<file path="src/rtl/frame_buf_pkg.sv">
// Shared types and helpers for the sliding-window frame buffer.
package frame_buf_pkg;

  typedef enum logic [1:0] {
    FILL   = 2'd0,
    STREAM = 2'd1,
    STALL  = 2'd2
  } fbuf_state_e;

  // Advance a circular pointer by inc, wrapping at depth (inc <= depth).
  function automatic int unsigned ptr_wrap(input int unsigned ptr,
                                           input int unsigned inc,
                                           input int unsigned depth);
    int unsigned sum;
    sum = ptr + inc;
    if (sum >= depth) begin
      sum = sum - depth;
    end
    return sum;
  endfunction

endpackage

</file>
<file path="src/rtl/frame_buf_mem.sv">
// Simple dual-port sample RAM: one write port, one registered read port.
// Each channel gets its own array so lanes map onto independent RAM columns.
module frame_buf_mem #(
  parameter int DEPTH      = 120,
  parameter int AW         = 7,
  parameter int DATA_WIDTH = 8,
  parameter int NUM_CH     = 1
) (
  input  logic                         clk,
  input  logic                         rst,
  input  logic                         we,
  input  logic [AW-1:0]                waddr,
  input  logic [NUM_CH*DATA_WIDTH-1:0] wdata,
  input  logic                         re,
  input  logic [AW-1:0]                raddr,
  output logic [NUM_CH*DATA_WIDTH-1:0] rdata
);

  genvar gi;
  generate
    for (gi = 0; gi < NUM_CH; gi++) begin : g_ch
      logic [DATA_WIDTH-1:0] mem [DEPTH];
      logic [DATA_WIDTH-1:0] rdata_reg;

      // Write port: store this channel's lane of the accepted sample.
      always_ff @(posedge clk) begin
        if (we) begin
          mem[waddr] <= wdata[gi*DATA_WIDTH +: DATA_WIDTH];
        end
      end

      // Read port: output register only updates on an accepted read, so it holds otherwise.
      always_ff @(posedge clk) begin
        if (rst) begin
          rdata_reg <= '0;
        end else if (re) begin
          rdata_reg <= mem[raddr];
        end
      end

      assign rdata[gi*DATA_WIDTH +: DATA_WIDTH] = rdata_reg;
    end
  endgenerate

endmodule

</file>
<file path="src/rtl/frame_window_buf.sv">
// Sliding-window sample buffer: publishes a stable POPSIZE-sample window every
// FRAME_SIZE accepted samples, stalling the writer until the consumer releases.
module frame_window_buf
  import frame_buf_pkg::*;
#(
  parameter int POPSIZE    = 100,
  parameter int FRAME_SIZE = 20,
  parameter int DATA_WIDTH = 8,
  parameter int NUM_CH     = 1,
  parameter int CNT_W      = 16
) (
  input  logic                         clk,
  input  logic                         rst,
  input  logic [NUM_CH*DATA_WIDTH-1:0] data_in,
  input  logic                         data_rdy,
  output logic                         in_ready,
  input  logic                         rd_rqst,
  input  logic [$clog2(POPSIZE)-1:0]   read_addr,
  output logic                         data_vld,
  output logic [NUM_CH*DATA_WIDTH-1:0] data_out,
  output logic                         rd_err,
  input  logic                         win_done,
  output logic                         new_data,
  output logic [CNT_W-1:0]             frame_cnt
);

  localparam int DEPTH = POPSIZE + FRAME_SIZE;
  localparam int AW    = $clog2(DEPTH);
  localparam int RAW   = $clog2(POPSIZE);

  fbuf_state_e      state_reg;
  logic [AW-1:0]    wr_ptr_reg;
  logic [AW-1:0]    win_base_reg;
  logic [AW-1:0]    fill_cnt_reg;
  logic             rel_reg;
  logic [CNT_W-1:0] frame_cnt_reg;
  logic             new_data_reg;
  logic             data_vld_reg;
  logic             rd_err_reg;

  logic             accept;
  logic             addr_ok;
  logic             rd_ok;
  logic [AW:0]      rd_sum;
  logic [AW-1:0]    rd_addr;

  // The writer only stops while a full frame waits on the consumer.
  assign in_ready = ~rst & (state_reg != STALL);
  assign accept   = data_rdy & in_ready;

  // When POPSIZE fills the address space every index is in range.
  generate
    if (POPSIZE == (1 << RAW)) begin : g_addr_full
      assign addr_ok = 1'b1;
    end else begin : g_addr_cmp
      assign addr_ok = (read_addr < RAW'(POPSIZE));
    end
  endgenerate

  assign rd_ok = rd_rqst & (state_reg != FILL) & addr_ok;

  // Window index -> physical slot, one conditional subtract suffices since both terms < DEPTH.
  assign rd_sum  = {1'b0, win_base_reg} + (AW+1)'(read_addr);
  assign rd_addr = (rd_sum >= (AW+1)'(DEPTH)) ? AW'(rd_sum - (AW+1)'(DEPTH)) : AW'(rd_sum);

  frame_buf_mem #(
    .DEPTH      (DEPTH),
    .AW         (AW),
    .DATA_WIDTH (DATA_WIDTH),
    .NUM_CH     (NUM_CH)
  ) u_mem (
    .clk   (clk),
    .rst   (rst),
    .we    (accept),
    .waddr (wr_ptr_reg),
    .wdata (data_in),
    .re    (rd_ok),
    .raddr (rd_addr),
    .rdata (data_out)
  );

  // Window FSM, write pointer, release tracking and registered status pulses.
  always_ff @(posedge clk) begin
    if (rst) begin
      state_reg     <= FILL;
      wr_ptr_reg    <= '0;
      win_base_reg  <= '0;
      fill_cnt_reg  <= '0;
      rel_reg       <= 1'b0;
      frame_cnt_reg <= '0;
      new_data_reg  <= 1'b0;
      data_vld_reg  <= 1'b0;
      rd_err_reg    <= 1'b0;
    end else begin
      new_data_reg <= 1'b0;
      data_vld_reg <= rd_ok;
      rd_err_reg   <= rd_rqst & ~rd_ok;

      if (accept) begin
        wr_ptr_reg   <= AW'(ptr_wrap(32'(wr_ptr_reg), 1, DEPTH));
        fill_cnt_reg <= fill_cnt_reg + AW'(1);
      end

      case (state_reg)
        FILL: begin
          // First window sits at slot 0; win_done is meaningless before it exists.
          if (accept && fill_cnt_reg == AW'(POPSIZE - 1)) begin
            win_base_reg  <= '0;
            fill_cnt_reg  <= '0;
            rel_reg       <= 1'b0;
            frame_cnt_reg <= frame_cnt_reg + CNT_W'(1);
            new_data_reg  <= 1'b1;
            state_reg     <= STREAM;
          end
        end
        STREAM: begin
          if (accept && fill_cnt_reg == AW'(FRAME_SIZE - 1)) begin
            fill_cnt_reg <= '0;
            // A release arriving in this same cycle frees the old window; new one starts unreleased.
            if (rel_reg || win_done) begin
              win_base_reg  <= AW'(ptr_wrap(32'(win_base_reg), FRAME_SIZE, DEPTH));
              rel_reg       <= 1'b0;
              frame_cnt_reg <= frame_cnt_reg + CNT_W'(1);
              new_data_reg  <= 1'b1;
            end else begin
              state_reg <= STALL;
            end
          end else if (win_done) begin
            rel_reg <= 1'b1;
          end
        end
        STALL: begin
          if (win_done) begin
            win_base_reg  <= AW'(ptr_wrap(32'(win_base_reg), FRAME_SIZE, DEPTH));
            rel_reg       <= 1'b0;
            frame_cnt_reg <= frame_cnt_reg + CNT_W'(1);
            new_data_reg  <= 1'b1;
            state_reg     <= STREAM;
          end
        end
        default: state_reg <= FILL;
      endcase
    end
  end

  assign new_data  = new_data_reg;
  assign data_vld  = data_vld_reg;
  assign rd_err    = rd_err_reg;
  assign frame_cnt = frame_cnt_reg;

endmodule
</file>
<file path="config.mk">
export PLATFORM = sky130hd
export DESIGN_NAME = frame_window_buf
export DESIGN_NICKNAME = d
export VERILOG_FILES = /design/src/rtl/frame_buf_pkg.sv /design/src/rtl/frame_buf_mem.sv /design/src/rtl/frame_window_buf.sv
export SDC_FILE = /design/constraint.sdc
export NUM_CORES = 1
export LEC_CHECK = 0
export CAP_MARGIN = 10
export CORE_ASPECT_RATIO = 0.8
export CORE_MARGIN = 4
export CORE_UTILIZATION = 40
export CTS_CLUSTER_SIZE = 8
export DETAILED_ROUTE_END_ITERATION = 10
export PLACE_DENSITY = 0.66
export SLEW_MARGIN = 10
export SYNTH_ARGS = -nofsm -noshare
export SYNTH_HDL_FRONTEND = slang
export SYNTH_SLANG_ARGS = --single-unit
</file>
<file path="constraint.sdc">
create_clock -name clk -period 4.1 [get_ports clk]
set_input_delay 0.41 -clock clk [delete_from_list [all_inputs] [get_ports clk]]
set_output_delay 0.41 -clock clk [all_outputs]
set_load 0.02 [all_outputs]
</file>
==> results.md, run 1 <==
| Group | Parameter | Reported |
|:---|:---|:---|
| sta | Endpoints failing setup | 0 |
| critical path | Data arrival, critical path | 4.12 ns |
| global route | Global routing met1 resource utilization | 27.8% |
| logic synthesis | Post-synthesis compound-gate area fraction | 1.84% |
| sta | Total negative slack | 0 ns |
| logic synthesis | Area fraction in and, or, nand and nor cells after synthesis | 3.83% |
| route | Vias/cell | 5.70 |
| critical path | Category of the most critical setup path | flop to flop |
| global route | First-pass GRT wire length | 142 mm |
| clocking | Clock insertion delay at the later pin of the skew report | 0.73 ns |
| finish | Net total in the final layout | 2240 |
| min path | Classification of the worst-slack hold path | primary input to flop |
| outcome | Result of the run | complete, no violations |
| finish | End-of-flow core utilization | 47.5% |
| clocking | CTS tree | yes |
| route | Final antenna-violating net count | 0 |
| logic synthesis | Dominant cell type by area after synthesis | sky130_fd_sc_hd__edfxtp_1 |
| floorplanning | Area of the placeable core | 0.0988 mm2 |
| route | Number of violations reported at the end of detailed-routing iteration 0 | 2577 |
| logic synthesis | Most frequently used flop master after synthesis | sky130_fd_sc_hd__edfxtp_1 |
| floorplanning | Chip width | 361 um |
| logic synthesis | Multiplexer fraction of the synthesized cell area | 17.1% |
| critical path | Biggest fanout along the worst timing path | 25 |
| global route | Overall fraction of global-route tracks in use | 18.3% |
| clocking | Post-CTS Setup Repair Bufs | 0 |
| flow run | Max-cap violations | 0 |
| critical path | Setup slack of the worst register-to-register path | 0.58 ns |
| pwr | Largest voltage drop on the vdd net | 0.388 mV |
| global route | Global route hottest layer | met1 |
| global route | Met2 capacity usage during global routing | 26.8% |
| route | Final routed wirelength across all metal layers | 95.5 mm |
| logic synthesis | Syn_area_per_cell | 20.4 um2 |
| logic synthesis | Total of flip-flops plus latches after synthesis | 1009 |
| floorplanning | Floorplan die area | 0.105 mm2 |
| logic synthesis | Post-synth EDFFs | 960 |
| route | First drt pass iteration count | 5 |
| route | Vias | 20400 |
| sta | Slew @ Worst Pin | 1.20 ns |
| clocking | Clock transition at the register clock pins on the worst setup and hold paths after CTS | 0.05 ns |
| placement | DP HPWL | 59.6 mm |
| floorplanning | Die Y-Extent | 290 um |
| logic synthesis | Count of unique library cells instantiated by Yosys | 63 |
| logic synthesis | Number of cells produced by synthesis | 1953 |
| clocking | H-tree lvl count | 4 |
| pwr | Sum of internal, switching and leakage power | 23.1 mW |
| logic synthesis | Adder-cell share of the synthesized area | 0.596% |
| sta | Maximum clock frequency | 284 MHz |
| clocking | Sinks on Clock Net | 1009 |
| global route | Maximum number of pins on one net before global-route repair | 94 |
| logic synthesis | Post-Syn Area | 0.0399 mm2 |
| logic synthesis | XOR/XNOR Fraction of Synth Area | 0.743% |
| pwr | Lkg Pwr | 15.0 nW |
| sta | Maximum clock skew at final layout | 0.0256 ns |
| floorplanning | # rows | 103 |
| clocking | Total clock buffers created by CTS | 144 |
| logic synthesis | Fraction of registers with async set or reset after synthesis | 0% |
| logic synthesis | Seq/Total Area, Yosys | 74.7% |
| floorplanning | Initial cell density of the core | 40.4% |
| placement | Global placer's final weighted congestion | 0.843 |
| logic synthesis | Main combinational cell family by area after synthesis | multiplexers |
| logic synthesis | Synthesis Warnings | 0 |
| sta | Unrepaired setup endpoints after global routing | false |
| logic synthesis | Synthesized net count | 1992 |
| sta | Tcrit/Tclk final | 85.9% |
| sta | Final Max Tran Viols | 0 |
| global route | GRT met3 Usage | 4.13% |
| finish | Flip-flop count of the largest register after layout | 960 |
| logic synthesis | Cell types with the highest counts after synthesis | 960 x sky130_fd_sc_hd__edfxtp_1, 278 x sky130_fd_sc_hd__mux4_2, 201 x sky130_fd_sc_hd__nor2_1 |
| clocking | Number of buffers between clock root and the deepest sink | 3 |
| critical path | Crit path launch type | flop |
| route | Detailed-route DRC error count | 0 |
| sta | Max_slew headroom | 20.0% |
| placement | IO Port Bufs | 47 |
| sta | Final period demand of the worst path | 3.52 ns |
| pwr | Power Density | 491 mW/mm2 |
| global route | Number of global-route vias before repair | 20700 |
| critical path | Kind of capture point of the worst setup path | flop |
| finish | Fraction of layout instances using a drive strength above 1 | 27.4% |
| critical path | Worst path required time | 4.70 ns |
| sta | Hold Fails Final Rpt | 0 |
| global route | Number of antenna violations at the first check in global routing | 2 |
| floorplanning | I/O pins | 48 |
| global route | Total gr overflow | 0 |
| logic synthesis | Top-count cell post-synth | sky130_fd_sc_hd__edfxtp_1 |
| finish | Synthesis-to-finish area growth | 17.7% |
| logic synthesis | Synth top area share | 72.2% |
| logic synthesis | Biggest area contributors in the synthesized netlist | sky130_fd_sc_hd__edfxtp_1 72%, sky130_fd_sc_hd__mux4_2 16%, sky130_fd_sc_hd__dfxtp_1 2.5% |
| clocking | Root buf cell | sky130_fd_sc_hd__clkbuf_16 |
| route | Average wire length per cell after detail routing | 26.7 um |
[critical path: stages (launching register included)]
cell,delay (ns)
sky130_fd_sc_hd__dfxtp_1,0.44
sky130_fd_sc_hd__ha_1,0.33
sky130_fd_sc_hd__a211oi_1,0.38
sky130_fd_sc_hd__o21ai_0,0.22
sky130_fd_sc_hd__o21a_2,0.29
sky130_fd_sc_hd__mux2i_4,0.18
sky130_fd_sc_hd__buf_12,0.24
sky130_fd_sc_hd__mux4_2,0.54
sky130_fd_sc_hd__o211ai_1,0.25
sky130_fd_sc_hd__o31a_1,0.36
sky130_fd_sc_hd__a31oi_1,0.13
[per-layer routing]
| metal | share of wire, % | vias up |
|---|---|---|
| li1 | - | 8511 |
| met2 | 45 | 882 |
| met1 | 44 | 10800 |
| met5 | 0 | - |
| met3 | 9.0 | 124 |
| met4 | 1.8 | 0 |
[cells in the final DEF, fill, tap and decap left out, types with 3 or more instances in the layout]
cell	n
sky130_fd_sc_hd__nor3_1	3
sky130_fd_sc_hd__mux2_2	3
sky130_fd_sc_hd__nor2_1	201
sky130_fd_sc_hd__nand3b_1	3
sky130_fd_sc_hd__nor2b_1	7
sky130_fd_sc_hd__dfxtp_1	49
sky130_fd_sc_hd__o21bai_1	8
sky130_fd_sc_hd__a221oi_1	7
sky130_fd_sc_hd__nand4b_1	3
sky130_fd_sc_hd__nand4_1	6
sky130_fd_sc_hd__ha_1	18
sky130_fd_sc_hd__edfxtp_1	960
sky130_fd_sc_hd__inv_16	4
sky130_fd_sc_hd__o21ai_0	16
sky130_fd_sc_hd__mux4_2	278
sky130_fd_sc_hd__nand2b_1	6
sky130_fd_sc_hd__buf_4	151
sky130_fd_sc_hd__or3_1	12
sky130_fd_sc_hd__clkbuf_16	145
sky130_fd_sc_hd__o31a_1	7
sky130_fd_sc_hd__buf_12	10
sky130_fd_sc_hd__o211ai_1	10
sky130_fd_sc_hd__inv_1	10
sky130_fd_sc_hd__xnor2_1	17
sky130_fd_sc_hd__a21oi_1	32
sky130_fd_sc_hd__clkdlybuf4s50_1	36
sky130_fd_sc_hd__xor2_1	15
sky130_fd_sc_hd__mux2i_1	48
sky130_fd_sc_hd__nor3b_1	3
sky130_fd_sc_hd__clkinv_16	3
sky130_fd_sc_hd__nand3_1	25
sky130_fd_sc_hd__clkinv_8	3
sky130_fd_sc_hd__clkbuf_1	46
sky130_fd_sc_hd__a31oi_1	9
sky130_fd_sc_hd__and4_1	3
sky130_fd_sc_hd__nand2_1	54
sky130_fd_sc_hd__and3_1	6
sky130_fd_sc_hd__inv_6	4
[per-stage QoR]
step | setup slack, ns | area, um2 | cells | hold WS, ns
CTS | 0.603 | 47000 | 3574 | 0.350
floorplan | 1.09 | 39900 | 1953 | 0.480
finish | 0.576 | 47000 | 3575 | 0.327
detailed placement | 0.188 | 42900 | 3366 | 0.492
global route | 0.359 | 47000 | 3574 | 0.368
global placement | 0.308 | 42900 | 3366 | 0.464
[logic make-up (layout without fill, tap and decap cells)]
logic type / Yosys count / count (layout)
buffers and inverters: 110 / 419
multiplexers: 332 / 332
adder cells (fa/ha/maj): 19 / 19
AND/OR/NAND/NOR: 343 / 343
flip-flops: 1009 / 1009
XOR/XNOR: 33 / 33
other: 0 / 1
AO/OA/AOI/OAI: 107 / 107
[final timing paths]
path | startpoint | end | depth (start not counted)
max | win_base_reg[3] | u_mem.rdata[6] | 10
min | data_in[0] | u_mem.g_ch[0].mem[25][0] | 1
max reg2reg | win_base_reg[3] | u_mem.rdata[6] | 10
min reg2reg | frame_cnt[9] | frame_cnt[9] | 2
[power breakdown]
group          leakage (nW)  internal [mW]  switching (mW)
Sequential             9.02           11.3         0.00867
Clock                  1.97           6.51            4.23
Combinational          4.04          0.391           0.608
Total                  15.0           18.2            4.84
[repair_timing]
item / 4_1_cts / 5_1_grt
hold endpoints to repair: 1 / 0
hold buffers: 1 / 0
gates resized for setup: 0 / 0
[area by class of cell]
cell class	count	area, um2
Fill cell	7973	51900
Antenna cell	1	2.50
Clock buffer	191	3800
Sequential cell	1009	29800
Multi-Input combinational cell	834	9630
Tap cell	1312	1640
Inverter	11	41.3
Clock inverter	16	288
Timing Repair Buffer	201	1740
Note: power is estimated with default switching activity, not from simulation.
==> run 2, diff against run 1 <==
--- a/config.mk
+++ b/config.mk
@@ -9,6 +9,7 @@
 export CORE_ASPECT_RATIO = 0.8
 export CORE_MARGIN = 4
 export CORE_UTILIZATION = 40
+export CTS_BUF_LIST = sky130_fd_sc_hd__clkbuf_8 sky130_fd_sc_hd__clkbuf_16
 export CTS_CLUSTER_SIZE = 8
 export DETAILED_ROUTE_END_ITERATION = 10
 export PLACE_DENSITY = 0.66
==> run 2 against run 1 <==
First-iteration DRC count increased by 0.85%. Combinational power about the same. Worst hold slack improved by 0.0069 ns.
==> results.md, run 2 (same netlist as run 1, synthesis figures left out) <==
| Group | Parameter | Reported | Change |
|:---|:---|:---|:---|
| floorplanning | Die Y-Extent | 290 um | unchanged |
| finish | Fraction of layout instances using a drive strength above 1 | 27.4% | unchanged |
| route | Vias/cell | 5.70 | about the same |
| min path | Hold path startpoint | data_in[0] | unchanged |
| floorplanning | Area of the placeable core | 0.0988 mm2 | unchanged |
| sta | Endpoints failing setup | 0 | unchanged |
| clocking | H-tree lvl count | 4 | unchanged |
| sta | Maximum clock skew at final layout | 0.0242 ns | was 0.0256 ns |
| global route | Total gr overflow | 0 | unchanged |
| flow run | Max-cap violations | 0 | unchanged |
| clocking | Post-CTS Setup Repair Bufs | 0 | unchanged |
| pwr | Lkg Pwr | 15.2 nW | was 15.0 nW |
| clocking | CTS tree | yes | unchanged |
| sta | Slew @ Worst Pin | 1.19 ns | was 1.20 ns |
| route | Detailed-route DRC error count | 0 | unchanged |
| placement | Placed cells | 3366 | unchanged |
| pwr | Switching share of power | 21.1% | was 21.0% |
| critical path | Worst reg2reg path endpoint | u_mem.rdata[6] | unchanged |
| floorplanning | I/O pins | 48 | unchanged |
| sta | Maximum clock frequency | 285 MHz | was 284 MHz |
| finish | Flip-flop count of the largest register after layout | 960 | unchanged |
| sta | Final Max Tran Viols | 0 | unchanged |
| floorplanning | # rows | 103 | unchanged |
| critical path | Setup slack of the worst register-to-register path | 0.59 ns | was 0.58 ns |
| placement | Global placer's final weighted congestion | 0.843 | unchanged |
| route | First drt pass iteration count | 5 | unchanged |
| route | Number of violations reported at the end of detailed-routing iteration 0 | 2599 | was 2577 |
| critical path | Worst path required time | 4.69 ns | was 4.70 ns |
| global route | Overall fraction of global-route tracks in use | 18.3% | unchanged |
| sta | Final period demand of the worst path | 3.51 ns | was 3.52 ns |
| sta | Min Hold Slack | 0.334 ns | was 0.327 ns |
| sta | Hold Fails Final Rpt | 0 | unchanged |
| min path | Worst Hold Endpoint | u_mem.g_ch[0].mem[25][0] | unchanged |
| sta | Unrepaired setup endpoints after global routing | false | unchanged |
| pwr | Largest voltage drop on the vdd net | 0.388 mV | about the same |
| route | Final antenna-violating net count | 0 | unchanged |
| sta | Tcrit/Tclk final | 85.7% | was 85.9% |
| finish | Synthesis-to-finish area growth | 17.7% | unchanged |
| critical path | RR Startpoint | win_base_reg[3] | unchanged |
| finish | Layout Cells excl Fill | 3575 | unchanged |
| pwr | Proportion of power drawn by the clock network | 46.3% | was 46.6% |
| pwr | Fraction of power consumed by combinational cells | 4.3% | about the same |
| global route | Number of antenna violations at the first check in global routing | 2 | unchanged |
| floorplanning | Initial cell density of the core | 40.4% | unchanged |
| floorplanning | Floorplan die area | 0.105 mm2 | unchanged |
| clocking | CTS-repair resized insts | 0 | unchanged |
| clocking | Clock insertion delay at the later pin of the skew report | 0.72 ns | was 0.73 ns |
| finish | Net total in the final layout | 2240 | unchanged |
| pwr | Internal portion of total power | 18.1 mW | was 18.2 mW |
| clocking | Clock transition at the register clock pins on the worst setup and hold paths after CTS | 0.05 ns | about the same |
| clocking | CTS hold repair buffers | 1 | unchanged |
| critical path | Kind of capture point of the worst setup path | flop | unchanged |
| finish | Most frequent standard cell in the layout excluding fill and tap cells | sky130_fd_sc_hd__edfxtp_1 | unchanged |
| critical path | Crit path launch type | flop | unchanged |
| outcome | Result of the run | complete, no violations | unchanged |
| pwr | Psw | 4.85 mW | was 4.84 mW |
| min path | Worst hold path stage count | 1 | unchanged |
| route | Vias | 20400 | about the same |
| global route | Maximum number of pins on one net before global-route repair | 94 | unchanged |
| clocking | Root buf cell | sky130_fd_sc_hd__clkbuf_16 | unchanged |
| critical path | Biggest fanout along the worst timing path | 25 | unchanged |
| clocking | Total clock buffers created by CTS | 144 | unchanged |
| route | Final routed wirelength across all metal layers | 95.4 mm | was 95.5 mm |
| route | Average wire length per cell after detail routing | 26.7 um | about the same |
| min path | Classification of the worst-slack hold path | primary input to flop | unchanged |
| finish | Fill cell instance count of the final layout | 7973 | unchanged |
| clocking | Sinks on Clock Net | 1009 | unchanged |
| placement | IO Port Bufs | 47 | unchanged |
| floorplanning | Chip width | 361 um | unchanged |
| sta | Max_slew headroom | 20.4% | was 20.0% |
| placement | DP HPWL | 59.6 mm | unchanged |
| critical path | Data arrival, critical path | 4.11 ns | was 4.12 ns |
| pwr | Reg power frac | 49.3% | was 49.1% |
| clocking | Number of buffers between clock root and the deepest sink | 3 | unchanged |
| global route | First-pass GRT wire length | 142 mm | unchanged |
| placement | Area after detailed placement | 0.0429 mm2 | unchanged |
| finish | Design Area, Final | 0.0470 mm2 | unchanged |
| finish | Most used cells in the layout excluding fill and tap cells | 960 x sky130_fd_sc_hd__edfxtp_1, 278 x sky130_fd_sc_hd__mux4_2, 201 x sky130_fd_sc_hd__nor2_1 | unchanged |
| critical path | Category of the most critical setup path | flop to flop | unchanged |
| critical path | R2R depth | 10 | unchanged |
| pwr | Sum of internal, switching and leakage power | 22.9 mW | was 23.1 mW |
| sta | Total negative slack | 0 ns | unchanged |
| pwr | Power Density | 489 mW/mm2 | was 491 mW/mm2 |
| global route | Number of global-route vias before repair | 20700 | about the same |
[run 2: metrics by stage]
step / utilization (%) / setup slack [ns]
finish: 47.5 / 0.586
global route: 47.5 / 0.358
global placement: 43.4 / 0.308
floorplan: - / 1.09
detailed placement: 43.4 / 0.188
CTS: 47.5 / 0.602
[run 2: layout make-up]
type	instances	area (um2)	area share (%)
flip-flops and latches	1009	29800	63.5
multi-input cells	834	9630	20.5
clock buffers	145	3630	7.73
repair buffers	201	1740	3.70
well taps	1312	1640	3.50
clock inverters	62	460	0.981
inverters	11	41.3	0.0879
diodes	1	2.50	0.00533
[run 2: power by group through the flow]
stage          Sequential (mW)  Combinational [mW]  Clock (mW)
2_1_floorplan             11.5               0.548           0
3_3_place_gp              11.5               0.984           0
3_5_place_dp              11.5                1.00           0
4_1_cts                   11.3                1.01        10.8
5_1_grt                   11.3                1.06        11.3
6_report                  11.3               0.998        10.6
[run 2: worst max-delay path by stage]
stage / startpoint / endpoint / slack [ns] / cells after the start
3_5_place_dp: read_addr[3] / u_mem.rdata[6] / 0.19 / 11
5_1_grt: win_base_reg[5] / u_mem.rdata[0] / 0.36 / 11
6_report: win_base_reg[3] / u_mem.rdata[6] / 0.59 / 10
2_1_floorplan: read_addr[3] / u_mem.rdata[0] / 1.09 / 10
3_3_place_gp: read_addr[3] / u_mem.rdata[6] / 0.31 / 11
4_1_cts: win_base_reg[5] / u_mem.rdata[0] / 0.60 / 11
[run 2: per-layer routing]
metal | share of wire, % | wire [um] | GRT usage [%] | up-vias
met5 | 0 | 0 | 0 | -
met4 | 1.8 | 1760 | 5.10 | 0
met3 | 9.0 | 8560 | 4.13 | 128
met2 | 45 | 43000 | 26.8 | 929
met1 | 44 | 42100 | 27.8 | 10800
li1 | - | - | - | 8508
[run 2: critical path: stages (launching register included)]
cell and delay (ns):
sky130_fd_sc_hd__dfxtp_1 0.44, sky130_fd_sc_hd__ha_1 0.33, sky130_fd_sc_hd__a211oi_1 0.38, sky130_fd_sc_hd__o21ai_0 0.22, sky130_fd_sc_hd__o21a_2 0.29, sky130_fd_sc_hd__mux2i_4 0.18, sky130_fd_sc_hd__buf_12 0.24, sky130_fd_sc_hd__mux4_2 0.54
sky130_fd_sc_hd__o211ai_1 0.24, sky130_fd_sc_hd__o31a_1 0.35, sky130_fd_sc_hd__a31oi_1 0.13
==> run 3, diff against run 2 <==
--- a/config.mk
+++ b/config.mk
@@ -6,13 +6,15 @@
 export NUM_CORES = 1
 export LEC_CHECK = 0
 export CAP_MARGIN = 10
+export CELL_PAD_IN_SITES_DETAIL_PLACEMENT = 0
+export CELL_PAD_IN_SITES_GLOBAL_PLACEMENT = 1
 export CORE_ASPECT_RATIO = 0.8
 export CORE_MARGIN = 4
 export CORE_UTILIZATION = 40
 export CTS_BUF_LIST = sky130_fd_sc_hd__clkbuf_8 sky130_fd_sc_hd__clkbuf_16
 export CTS_CLUSTER_SIZE = 8
 export DETAILED_ROUTE_END_ITERATION = 10
-export PLACE_DENSITY = 0.66
+export PLACE_DENSITY = 0.71
 export SLEW_MARGIN = 10
 export SYNTH_ARGS = -nofsm -noshare
 export SYNTH_HDL_FRONTEND = slang
==> run 3 against run 2 <==
Clock-buffer cell count rose by 3. Register-to-register slack lost 0.20 ns. Design area fell by 1.2%. Setup slack worse by 0.20 ns. Critical endpoint is now u_mem.rdata[1]. Largest power group unchanged. Highest routed layer unchanged.
==> results.md, run 3 (same netlist as run 1, synthesis figures left out) <==
| Group | Parameter | Reported | Change |
|:---|:---|:---|:---|
| floorplanning | Chip width | 361 um | unchanged |
| critical path | Biggest fanout along the worst timing path | 10 | was 25 |
| route | Number of violations reported at the end of detailed-routing iteration 0 | 2559 | was 2599 |
| finish | Fill cell instance count of the final layout | 8051 | was 7973 |
| global route | Overall fraction of global-route tracks in use | 18.3% | about the same |
| clocking | H-tree lvl count | 4 | unchanged |
| clocking | Sinks on Clock Net | 1009 | unchanged |
| route | Final routed wirelength across all metal layers | 95.7 mm | was 95.4 mm |
| floorplanning | Die Y-Extent | 290 um | unchanged |
| route | Vias/cell | 5.68 | was 5.70 |
| critical path | Worst path buffer plus inverter count | 1 | unchanged |
| min path | Classification of the worst-slack hold path | primary input to flop | unchanged |
| sta | Slew @ Worst Pin | 1.10 ns | was 1.19 ns |
| sta | Maximum clock frequency | 269 MHz | was 285 MHz |
| critical path | Critical Path Start | win_base_reg[5] | was win_base_reg[3] |
| critical path | Kind of capture point of the worst setup path | flop | unchanged |
| global route | Number of antenna violations at the first check in global routing | 4 | was 2 |
| route | Vias | 19900 | was 20400 |
| clocking | CTS tree | yes | unchanged |
| clocking | Root buf cell | sky130_fd_sc_hd__clkbuf_16 | unchanged |
| clocking | CTS-repair resized insts | 0 | unchanged |
| pwr | Largest voltage drop on the vdd net | 0.376 mV | was 0.388 mV |
| critical path | Worst path required time | 4.71 ns | was 4.69 ns |
| route | Detailed-route DRC error count | 0 | unchanged |
| sta | Endpoints failing setup | 0 | unchanged |
| sta | Hold Fails Final Rpt | 0 | unchanged |
| global route | Total gr overflow | 0 | unchanged |
| sta | Tcrit/Tclk final | 90.6% | was 85.7% |
| critical path | Crit path launch type | flop | unchanged |
| route | First drt pass iteration count | 5 | unchanged |
| sta | Final period demand of the worst path | 3.72 ns | was 3.51 ns |
| floorplanning | # rows | 103 | unchanged |
| finish | Synthesis-to-finish area growth | 16.3% | was 17.7% |
| placement | IO Port Bufs | 47 | unchanged |
| sta | Maximum clock skew at final layout | 0.0227 ns | was 0.0242 ns |
| critical path | Chain of cells forming the critical path | ha_1, xnor2_1, nor4b_2, o211ai_1, xor2_1, a31oi_1, buf_4, a221o_1, o211a_1, a311oi_2 | was ha_1, a211oi_1, o21ai_0, o21a_2, mux2i_4, buf_12, mux4_2, o211ai_1, o31a_1, a31oi_1 |
| sta | Unrepaired setup endpoints after global routing | false | unchanged |
| pwr | Power Density | 492 mW/mm2 | was 489 mW/mm2 |
| global route | Number of global-route vias before repair | 20200 | was 20700 |
| critical path | Largest stage delay on the critical path | 0.68 ns | was 0.54 ns |
| floorplanning | I/O pins | 48 | unchanged |
| critical path | RR Startpoint | win_base_reg[5] | was win_base_reg[3] |
| finish | Net total in the final layout | 2177 | was 2240 |
| clocking | CTS hold repair buffers | 0 | was 1 |
| clocking | Post-CTS Setup Repair Bufs | 0 | unchanged |
| critical path | Library cell contributing the largest single delay on the critical path | sky130_fd_sc_hd__xor2_1 | was sky130_fd_sc_hd__mux4_2 |
| global route | Maximum number of pins on one net before global-route repair | 94 | unchanged |
| floorplanning | Floorplan die area | 0.105 mm2 | unchanged |
| global route | First-pass GRT wire length | 140 mm | was 142 mm |
| critical path | Data arrival, critical path | 4.33 ns | was 4.11 ns |
| flow run | Max-cap violations | 0 | unchanged |
| clocking | Total clock buffers created by CTS | 144 | unchanged |
| placement | DP HPWL | 59.1 mm | was 59.6 mm |
| sta | Total negative slack | 0 ns | unchanged |
| sta | Final Max Tran Viols | 0 | unchanged |
| floorplanning | Initial cell density of the core | 40.4% | unchanged |
| finish | Most used cells in the layout excluding fill and tap cells | 960 x sky130_fd_sc_hd__edfxtp_1, 278 x sky130_fd_sc_hd__mux4_2, 201 x sky130_fd_sc_hd__nor2_1 | unchanged |
| placement | Global placer's final weighted congestion | 0.818 | was 0.843 |
| clocking | Number of buffers between clock root and the deepest sink | 3 | unchanged |
| clocking | Clock insertion delay at the later pin of the skew report | 0.72 ns | about the same |
| outcome | Result of the run | complete, no violations | unchanged |
| finish | Most frequent standard cell in the layout excluding fill and tap cells | sky130_fd_sc_hd__edfxtp_1 | unchanged |
| finish | Footprint of the multi-input gates | 0.00963 mm2 | unchanged |
| clocking | Clock transition at the register clock pins on the worst setup and hold paths after CTS | 0.05 ns | about the same |
| min path | Hold path startpoint | rst | was data_in[0] |
| finish | Fraction of layout instances using a drive strength above 1 | 25.5% | was 27.4% |
| critical path | Category of the most critical setup path | flop to flop | unchanged |
| critical path | Critical path's top delay family | compound AO/OA/AOI/OAI gates | unchanged |
| floorplanning | Area of the placeable core | 0.0988 mm2 | unchanged |
| pwr | Sum of internal, switching and leakage power | 22.8 mW | was 22.9 mW |
| route | Final antenna-violating net count | 0 | unchanged |
| sta | Max_slew headroom | 26.8% | was 20.4% |
| finish | Flip-flop count of the largest register after layout | 960 | unchanged |
| finish | Flip-flop and latch area | 0.0298 mm2 | unchanged |
| pwr | Lkg Pwr | 14.8 nW | was 15.2 nW |
| route | Average wire length per cell after detail routing | 27.4 um | was 26.7 um |
==> run 3: cell types whose count changed in the layout (fill, tap and decap cells not counted) <==
cell / change
sky130_fd_sc_hd__clkinv_4: +1
sky130_fd_sc_hd__bufinv_16: -1
sky130_fd_sc_hd__clkinv_1: -1
sky130_fd_sc_hd__buf_4: -64
sky130_fd_sc_hd__clkbuf_16: +3
sky130_fd_sc_hd__inv_1: -15
sky130_fd_sc_hd__inv_16: -1
sky130_fd_sc_hd__dlygate4sd3_1: -1
sky130_fd_sc_hd__buf_12: +2
sky130_fd_sc_hd__clkinv_16: -3
==> run 3: through the flow <==
stage	cells	setup WS, ns	util [%]	hold slack [ns]	cell area, um2
finish	3495	0.384	46.9	0.286	46400
global route	3494	0.256	46.9	0.301	46400
CTS	3494	0.394	46.9	0.244	46400
detailed placement	3304	0.0102	42.9	0.486	42400
global placement	3304	0.0139	42.9	0.468	42400
floorplan	1953	1.09	-	0.480	39900
==> run 3: final timing paths <==
kind | endpoint | slack, ns | cells after the start
hold reg to reg | frame_cnt[11] | 0.51 | 2
setup / recovery | u_mem.rdata[1] | 0.38 | 10
setup reg to reg | u_mem.rdata[1] | 0.38 | 10
hold / removal | wr_ptr_reg[1] | 0.29 | 4
==> run 3: power by group <==
| part | internal [mW] | switching (mW) | total, mW |
|---|---|---|---|
| Clock | 6.38 | 4.14 | 10.5 |
| Combinational | 0.387 | 0.588 | 0.974 |
| Sequential | 11.3 | 0.00897 | 11.3 |
| Total | 18.1 | 4.73 | 22.8 |
==> run 3: worst register-to-register path, stage by stage, from the launching register on <==
cell and delay (ns):
sky130_fd_sc_hd__dfxtp_1 0.55, sky130_fd_sc_hd__ha_1 0.35, sky130_fd_sc_hd__xnor2_1 0.19, sky130_fd_sc_hd__nor4b_2 0.34, sky130_fd_sc_hd__o211ai_1 0.16, sky130_fd_sc_hd__xor2_1 0.68
sky130_fd_sc_hd__a31oi_1 0.31, sky130_fd_sc_hd__buf_4 0.27, sky130_fd_sc_hd__a221o_1 0.37, sky130_fd_sc_hd__o211a_1 0.16, sky130_fd_sc_hd__a311oi_2 0.24
==> run 3: layout make-up <==
| cell class | count | share of cell area, % |
|---|---|---|
| diodes | 1 | 0.00539 |
| flip-flops and latches | 1009 | 64.3 |
| well taps | 1312 | 3.54 |
| multi-input cells | 834 | 20.8 |
| clock inverters | 42 | 0.580 |
| clock buffers | 148 | 7.98 |
| inverters | 11 | 0.0890 |
| repair buffers | 138 | 2.78 |
==> run 3: per-layer routing <==
metal,track usage [%],vias to the layer above,part of all wire (%)
met5,0,-,0
met3,6.81,148,10
met2,27.2,814,46
met4,4.94,0,2.0
met1,25.5,10500,42
li1,-,8378,-
